==> config.mk <==
export PLATFORM = sky130hd
export DESIGN_NAME = bus_rr_arbiter_flat
export DESIGN_NICKNAME = d
export VERILOG_FILES = /design/src/rtl/bus_rr_arbiter_pkg.sv /design/src/rtl/bus_rr_arbiter_if.sv /design/src/rtl/bus_rr_arbiter_id_fifo.sv /design/src/rtl/bus_rr_arbiter.sv /design/src/flat_wrapper.sv
export SDC_FILE = /design/constraint.sdc
export NUM_CORES = 1
export LEC_CHECK = 0
export CORE_AREA = 5 5 123 125
export DETAILED_ROUTE_END_ITERATION = 8
export DIE_AREA = 0 0 128 130
export HOLD_SLACK_MARGIN = 0.12
export PLACE_DENSITY = 0.66
export SLEW_MARGIN = 20
export SYNTH_ARGS = -nofsm -noshare
export SYNTH_HDL_FRONTEND = slang
export SYNTH_SLANG_ARGS = --single-unit
==> constraint.sdc <==
create_clock -name clk_i -period 2.4 [get_ports clk_i]
set_input_delay 0.36 -clock clk_i [delete_from_list [all_inputs] [get_ports clk_i]]
set_output_delay 0.36 -clock clk_i [all_outputs]
set_load 0.05 [all_outputs]
==> src/rtl/bus_rr_arbiter_pkg.sv <==
// Shared types and width helpers for the round-robin bus arbiter.
package bus_arb_pkg;

  typedef enum logic [0:0] {
    ArbIdle   = 1'b0,
    ArbLocked = 1'b1
  } arb_state_e;

  // Host index width; a single-bit index is kept even for tiny configurations.
  function automatic int unsigned HostIdW(input int unsigned nr_hosts);
    return (nr_hosts > 1) ? $clog2(nr_hosts) : 1;
  endfunction

  // Width of a counter that must hold 0..depth inclusive.
  function automatic int unsigned CntW(input int unsigned depth);
    return $clog2(depth + 1);
  endfunction

endpackage

==> src/rtl/bus_rr_arbiter_if.sv <==
// Ibex-style req/gnt/rvalid bus, NrPorts lanes wide. Used once for the host
// side (one lane per host) and once for the single downstream device port.
interface bus_rr_arbiter_if #(
  parameter int unsigned NrPorts   = 1,
  parameter int unsigned AddrWidth = 32,
  parameter int unsigned DataWidth = 32
);
  logic [NrPorts-1:0]                  req;
  logic [NrPorts-1:0]                  gnt;
  logic [NrPorts-1:0][AddrWidth-1:0]   addr;
  logic [NrPorts-1:0]                  we;
  logic [NrPorts-1:0][DataWidth/8-1:0] be;
  logic [NrPorts-1:0][DataWidth-1:0]   wdata;
  logic [NrPorts-1:0]                  rvalid;
  logic [NrPorts-1:0][DataWidth-1:0]   rdata;
  logic [NrPorts-1:0]                  err;

  // Side that issues requests.
  modport master (
    output req, addr, we, be, wdata,
    input  gnt, rvalid, rdata, err
  );

  // Side that accepts requests and returns responses.
  modport slave (
    input  req, addr, we, be, wdata,
    output gnt, rvalid, rdata, err
  );
endinterface

==> src/rtl/bus_rr_arbiter_id_fifo.sv <==
// Response-routing FIFO: remembers which host issued each accepted request.
// Read data is the head entry, presented combinationally.
module bus_arb_id_fifo
  import bus_arb_pkg::*;
#(
  parameter int unsigned Width = 1,
  parameter int unsigned Depth = 2
) (
  input  logic                     clk_i,
  input  logic                     rst_ni,
  input  logic                     i_push,
  input  logic                     i_pop,
  input  logic [Width-1:0]         i_wdata,
  output logic [Width-1:0]         o_rdata,
  output logic                     o_full,
  output logic                     o_empty,
  output logic [CntW(Depth)-1:0]   o_count
);

  localparam int unsigned PtrW  = (Depth > 1) ? $clog2(Depth) : 1;
  localparam int unsigned CntWd = CntW(Depth);

  logic [Width-1:0] r_mem [Depth];
  logic [PtrW-1:0]  r_wr_ptr;
  logic [PtrW-1:0]  r_rd_ptr;
  logic [CntWd-1:0] r_count;

  logic w_push;
  logic w_pop;

  assign o_full  = (r_count == CntWd'(Depth));
  assign o_empty = (r_count == '0);
  assign o_count = r_count;
  assign o_rdata = r_mem[r_rd_ptr];

  // Overflow/underflow attempts are dropped rather than corrupting state.
  assign w_push = i_push & ~o_full;
  assign w_pop  = i_pop & ~o_empty;

  // Storage carries no reset; only entries between the pointers are ever read.
  always_ff @(posedge clk_i) begin
    if (w_push) r_mem[r_wr_ptr] <= i_wdata;
  end

  // Pointers wrap at Depth (not a power of two in general); count tracks occupancy.
  always_ff @(posedge clk_i) begin
    if (!rst_ni) begin
      r_wr_ptr <= '0;
      r_rd_ptr <= '0;
      r_count  <= '0;
    end else begin
      if (w_push) r_wr_ptr <= (r_wr_ptr == PtrW'(Depth - 1)) ? '0 : r_wr_ptr + PtrW'(1);
      if (w_pop)  r_rd_ptr <= (r_rd_ptr == PtrW'(Depth - 1)) ? '0 : r_rd_ptr + PtrW'(1);
      r_count <= r_count + CntWd'(w_push) - CntWd'(w_pop);
    end
  end

endmodule

==> src/rtl/bus_rr_arbiter.sv <==
// Round-robin arbiter sharing one downstream req/gnt/rvalid port between
// NrHosts hosts, with an ID FIFO routing each response to its issuer.
//
//   state      | meaning
//   -----------+---------------------------------------------------------
//   ST_IDLE    | no stalled request; pick first requester from rr pointer
//   ST_LOCKED  | request presented without grant; hold lock_idx stable
module bus_rr_arbiter
  import bus_arb_pkg::*;
#(
  parameter int unsigned NrHosts        = 2,
  parameter int unsigned AddrWidth      = 32,
  parameter int unsigned DataWidth      = 32,
  parameter int unsigned MaxOutstanding = 2
) (
  input  logic                             clk_i,
  input  logic                             rst_ni,
  bus_rr_arbiter_if.slave                  host_if,
  bus_rr_arbiter_if.master                 dev_if,
  output logic [CntW(MaxOutstanding)-1:0]  outstanding_o,
  output logic                             unexp_rsp_o
);

  localparam int unsigned IdW      = HostIdW(NrHosts);
  localparam int unsigned CntWidth = CntW(MaxOutstanding);

  localparam logic [0:0] ST_IDLE   = ArbIdle;
  localparam logic [0:0] ST_LOCKED = ArbLocked;

  logic [0:0]     r_state;
  logic [IdW-1:0] r_lock_idx;
  logic [IdW-1:0] r_rr_ptr;
  logic           r_unexp;

  logic [IdW-1:0]      w_cand;
  logic [IdW-1:0]      w_rr_sel;
  logic [IdW-1:0]      w_sel;
  logic [IdW-1:0]      w_head;
  logic                w_req_present;
  logic                w_dev_req;
  logic                w_hs;
  logic                w_pop;
  logic                w_full;
  logic                w_empty;
  logic [CntWidth-1:0] w_count;

  // Rotating-priority search: walk offsets from high to low so the nearest
  // requester at or after rr_ptr is the last (winning) assignment.
  always_comb begin
    w_rr_sel = r_rr_ptr;
    w_cand   = '0;
    for (int k = NrHosts - 1; k >= 0; k--) begin
      w_cand = IdW'((int'(r_rr_ptr) + k) % NrHosts);
      if (host_if.req[w_cand]) w_rr_sel = w_cand;
    end
  end

  assign w_sel         = (r_state == ST_LOCKED) ? r_lock_idx : w_rr_sel;
  assign w_req_present = (r_state == ST_LOCKED) ? host_if.req[r_lock_idx] : |host_if.req;

  // Reset gates every control output so nothing leaks during the reset cycle.
  assign w_dev_req = rst_ni & w_req_present & ~w_full;
  assign w_hs      = w_dev_req & dev_if.gnt[0];
  assign w_pop     = rst_ni & dev_if.rvalid[0] & ~w_empty;

  assign dev_if.req[0]   = w_dev_req;
  assign dev_if.addr[0]  = host_if.addr[w_sel];
  assign dev_if.we[0]    = host_if.we[w_sel];
  assign dev_if.be[0]    = host_if.be[w_sel];
  assign dev_if.wdata[0] = host_if.wdata[w_sel];

  assign outstanding_o = rst_ni ? w_count : '0;
  assign unexp_rsp_o   = rst_ni & r_unexp;

  // Grant goes to the selected host; response goes to the FIFO head, data broadcast.
  always_comb begin
    host_if.gnt    = '0;
    host_if.rvalid = '0;
    host_if.err    = '0;
    for (int i = 0; i < NrHosts; i++) host_if.rdata[i] = dev_if.rdata[0];
    if (w_hs) host_if.gnt[w_sel] = 1'b1;
    if (w_pop) begin
      host_if.rvalid[w_head] = 1'b1;
      host_if.err[w_head]    = dev_if.err[0];
    end
  end

  // Lock a stalled selection until granted; advance rr pointer past each winner.
  always_ff @(posedge clk_i) begin
    if (!rst_ni) begin
      r_state    <= ST_IDLE;
      r_lock_idx <= '0;
      r_rr_ptr   <= '0;
    end else if (w_hs) begin
      r_state  <= ST_IDLE;
      r_rr_ptr <= (w_sel == IdW'(NrHosts - 1)) ? '0 : w_sel + IdW'(1);
    end else if (w_dev_req) begin
      r_state    <= ST_LOCKED;
      r_lock_idx <= w_sel;
    end
  end

  // Sticky flag for responses arriving with nothing outstanding.
  always_ff @(posedge clk_i) begin
    if (!rst_ni) begin
      r_unexp <= 1'b0;
    end else if (dev_if.rvalid[0] & w_empty) begin
      r_unexp <= 1'b1;
    end
  end

  bus_arb_id_fifo #(
    .Width (IdW),
    .Depth (MaxOutstanding)
  ) u_id_fifo (
    .clk_i   (clk_i),
    .rst_ni  (rst_ni),
    .i_push  (w_hs),
    .i_pop   (w_pop),
    .i_wdata (w_sel),
    .o_rdata (w_head),
    .o_full  (w_full),
    .o_empty (w_empty),
    .o_count (w_count)
  );

endmodule

==> src/flat_wrapper.sv <==
// flat-port wrapper written by rule: the top's interface ports become plain ports
module bus_rr_arbiter_flat import bus_arb_pkg::*;
#(
  parameter int unsigned NrHosts        = 2,
  parameter int unsigned AddrWidth      = 32,
  parameter int unsigned DataWidth      = 32,
  parameter int unsigned MaxOutstanding = 2
)
  (clk_i, rst_ni, outstanding_o, unexp_rsp_o, host_if_req, host_if_addr, host_if_we, host_if_be, host_if_wdata, host_if_gnt, host_if_rvalid, host_if_rdata, host_if_err, dev_if_req, dev_if_addr, dev_if_we, dev_if_be, dev_if_wdata, dev_if_gnt, dev_if_rvalid, dev_if_rdata, dev_if_err);
  bus_rr_arbiter_if #(.NrPorts((2)), .AddrWidth(AddrWidth), .DataWidth(DataWidth)) host_if_i ();
  bus_rr_arbiter_if #(.NrPorts(1), .AddrWidth(AddrWidth), .DataWidth(DataWidth)) dev_if_i ();
  input  logic clk_i;
  input  logic rst_ni;
  output logic [CntW(MaxOutstanding)-1:0] outstanding_o;
  output logic unexp_rsp_o;
  input wire logic [$bits(host_if_i.req)-1:0] host_if_req;
  input wire logic [$bits(host_if_i.addr)-1:0] host_if_addr;
  input wire logic [$bits(host_if_i.we)-1:0] host_if_we;
  input wire logic [$bits(host_if_i.be)-1:0] host_if_be;
  input wire logic [$bits(host_if_i.wdata)-1:0] host_if_wdata;
  output wire logic [$bits(host_if_i.gnt)-1:0] host_if_gnt;
  output wire logic [$bits(host_if_i.rvalid)-1:0] host_if_rvalid;
  output wire logic [$bits(host_if_i.rdata)-1:0] host_if_rdata;
  output wire logic [$bits(host_if_i.err)-1:0] host_if_err;
  output wire logic [$bits(dev_if_i.req)-1:0] dev_if_req;
  output wire logic [$bits(dev_if_i.addr)-1:0] dev_if_addr;
  output wire logic [$bits(dev_if_i.we)-1:0] dev_if_we;
  output wire logic [$bits(dev_if_i.be)-1:0] dev_if_be;
  output wire logic [$bits(dev_if_i.wdata)-1:0] dev_if_wdata;
  input wire logic [$bits(dev_if_i.gnt)-1:0] dev_if_gnt;
  input wire logic [$bits(dev_if_i.rvalid)-1:0] dev_if_rvalid;
  input wire logic [$bits(dev_if_i.rdata)-1:0] dev_if_rdata;
  input wire logic [$bits(dev_if_i.err)-1:0] dev_if_err;
  assign host_if_i.req = host_if_req;
  assign host_if_i.addr = host_if_addr;
  assign host_if_i.we = host_if_we;
  assign host_if_i.be = host_if_be;
  assign host_if_i.wdata = host_if_wdata;
  assign host_if_gnt = host_if_i.gnt;
  assign host_if_rvalid = host_if_i.rvalid;
  assign host_if_rdata = host_if_i.rdata;
  assign host_if_err = host_if_i.err;
  assign dev_if_req = dev_if_i.req;
  assign dev_if_addr = dev_if_i.addr;
  assign dev_if_we = dev_if_i.we;
  assign dev_if_be = dev_if_i.be;
  assign dev_if_wdata = dev_if_i.wdata;
  assign dev_if_i.gnt = dev_if_gnt;
  assign dev_if_i.rvalid = dev_if_rvalid;
  assign dev_if_i.rdata = dev_if_rdata;
  assign dev_if_i.err = dev_if_err;
  bus_rr_arbiter #(.NrHosts(NrHosts), .AddrWidth(AddrWidth), .DataWidth(DataWidth), .MaxOutstanding(MaxOutstanding)) u_core (.clk_i(clk_i), .rst_ni(rst_ni), .host_if(host_if_i), .dev_if(dev_if_i), .outstanding_o(outstanding_o), .unexp_rsp_o(unexp_rsp_o));
endmodule
==> results <==
state kept, by name, summed over array words and instances (netlist names), named ones only:
name	count
u_core.u_id_fifo.r_mem	2
u_core.r_rr_ptr	1
u_core.r_lock_idx	1
u_core.u_id_fifo.o_count	2
u_core.r_unexp	1
u_core.r_state	1
u_core.u_id_fifo.r_rd_ptr	1
u_core.u_id_fifo.r_wr_ptr	1
placed cells by master (no fill, tap or decap), drive strengths merged, types with 2 or more instances in the layout:
cell,count
clkdlybuf4s50,142
buf,101
mux2,70
nor2,14
dfxtp,9
inv,6
nand2,5
and2,4
mux2i,4
a21oi,4
clkbuf,4
o21ai,3
xor2,2
ha,2
dlygate4sd2,2
edfxtp,2
through the flow:
step / setup TNS [ns] / util (%) / std cells / instance area (sq um) / hold WS [ns]
after floorplan: 0 / - / 204 / 2230 / 0.4285
after global placement: -4.027 / 31.52 / 556 / 4342 / 0.4441
after detailed placement: -4.706 / 31.52 / 556 / 4342 / 0.4758
after CTS: 0 / 33.61 / 561 / 4629 / 0.4869
after global routing: 0 / 33.61 / 561 / 4629 / 0.5238
final: 0 / 33.61 / 561 / 4629 / 0.4860
power breakdown:
group / total, uW / internal, uW / leakage, uW / switching [uW]
registers: 236 / 215 / 0.0000927 / 21.0
clock network: 298 / 222 / 0.0000382 / 76.0
logic: 1790 / 902 / 0.00200 / 889
total: 2330 / 1340 / 0.00214 / 986
layer usage:
| metal | track usage [%] | routed length [um] | vias up |
|---|---|---|---|
| li1 | - | - | 983 |
| met1 | 10.01 | 3239 | 937 |
| met2 | 16.39 | 4243 | 175 |
| met3 | 4.380 | 1127 | 2 |
| met4 | 0.2497 | 6 | 0 |
| met5 | 0 | 0 | - |
worst paths after layout:
kind / end / depth (start not counted) / slack [ns] / startpoint
worst max-delay path: dev_if_addr[7] / 8 / 0.12 / host_if_req[0]
worst min register to register: u_core.r_unexp / 2 / 0.49 / u_core.r_unexp
worst max register to register: u_core.u_id_fifo.o_count[0] / 7 / 0.66 / u_core.r_lock_idx
worst min-delay path: u_core.r_unexp / 2 / 0.49 / u_core.r_unexp
layout make-up:
type                            count  area share (%)
Clock buffer                        4           1.703
Inverter                            6          0.4865
Multi-Input combinational cell    115           29.03
Sequential cell                    11           5.189
Tap cell                          180           4.865
Timing Repair Buffer              245           58.73
worst reg2reg max path, delay by kind of cell (launching register included):
family	cells	cell delay (ns)
adder cells (fa/ha/maj)	2	0.54
flip-flops	1	0.38
AO/OA/AOI/OAI	1	0.29
AND/OR/NAND/NOR	2	0.27
multiplexers	1	0.14
buffers and inverters	1	0.04
kinds of logic (layout without fill, tap and decap cells):
kind of cell	after synthesis	after routing	share of synthesized area (%)
AO/OA/AOI/OAI	10	10	3.872
XOR/XNOR	3	3	1.179
adder cells (fa/ha/maj)	2	2	1.122
buffers and inverters	78	255	29.35
flip-flops	11	11	10.77
multiplexers	74	74	48.43
AND/OR/NAND/NOR	26	26	5.275
==> flow_summary.yaml <==
logic_synthesis:
  synth_common_cells: "mux2_4 (67), buf_4 (64), nor2_1 (14), dfxtp_1 (9), buf_12 (7)"
  netlist_top_cells_area: "mux2_4 (45%), buf_4 (22%), dfxtp_1 (8.1%)"
  syn_inst: 204
  yosys.area.top_type_share_pct: 45.12
  synth_edf_count: 2
  synth_seq_cells: 11
  syn-cell-area_sq_um: 2230
  synth_top_area_cell: "mux2_4"
  synth_warnings: 0
  yosysMostFrequentCell: "mux2_4"
  synthesis.nets: 383
  synth_area_per_cell_sq_um: 10.93
  seq_area_frac_synth_pct: 10.77
  synth.distinct_cells: 27
  ys.flop_type: "dfxtp_1"
  synthArstFlopShare_pct: 0
place:
  portBuffers: 223
  hpwl_mm: 7.557
  globalplace.congestion: 0.9215
  pre_cts_slack_ns: -0.1040
route:
  avgRoutedWirePerCell_um: 15.36
  dr.pass1.iters: 3
  drc: 0
  wl_mm: 8.616
  ant_nets: 0
  via_per_inst: 3.738
  first_iter_violations: 31
  vias: 2097
floorplanning:
  die_h_um: 130
  start_util_pct: 16.19
  dieArea_sq_um: 16640
  rows: 43
  core_area_sq_um: 13770
  pin_count: 320
  die_x_um: 128
timing:
  rsz0062_at_grt: "no"
  fin_ws_ns: 0.1243
  finalHoldViolCount: 0
  slew_violations: 0
  period_share_pct: 94.82
  maxSlewHeadroom_pct: 79.32
  setup_viol: 0
  max_slew.worst_pin.slew_ns: 0.3096
  max_freq_mhz: 439.4
  fin_crit_ns: 2.276
  final.setup_skew_ns: 0.001064
finish:
  multi_input_area_sq_um: 1344
  finalNetCount: 561
  seq_area_sq_um: 240.2
  synthToLayoutAreaGrowth_pct: 107.6
  fillers: 1390
  drive_gt1_share_pct: 47.77
  antenna-diode-count: 0
clocking:
  cts_max_level: 1
  hold_buffers: 0
  path_clk_slew_ns: 0.04
  clk_latency_ns: 0.23
  cts_setup_buffers: 0
  cts_inserted_buffers: 3
  cts.sinks: 11
  root_buffer: "clkbuf_16"
  ctsResizeCount: 51
  cts_tree: "yes"
  cts_max_path_buffers: 2
critical_path:
  critPathMaxStageDelay_ns: 0.39
  critical_path_buf_inv_count: 5
  cp.arrival_ns: 1.92
  critPathKind: "in -> out"
  cp_top_family: "buffers and inverters"
  cp.required_ns: 2.04
  crit_chain: "dlygate4sd2_1 -> inv_2 -> nor2_1 -> o31a_4 -> buf_12 -> buf_4 -> mux2_4 -> buf_8"
  critPathMaxFanout: 7
  cp_slowest_cell: "o31a_4"
  end_kind: "primary output"
  critPathLaunchType: "input pin"
grt:
  grt_antenna_before_repair: 0
  grt_overflow: 0
  grt_start_max_net_pins: 16
  grt_pass1_wl_mm: 12.01
  grt_pass1_vias: 2328
  grt.total_usage_pct: 8.978
power_and_ir_drop:
  cellPowerDensity_nw_per_um2: 502.3
  power_uw: 2325
  p_leak_uw: 0.002135
  peakVddDrop_uv: 443.5
run_status:
  outcome: "complete, no violations"
run:
  drv_cap: 0
hold_path:
  min_path_type: "reg -> reg"
(Power assumes the default switching activity.)
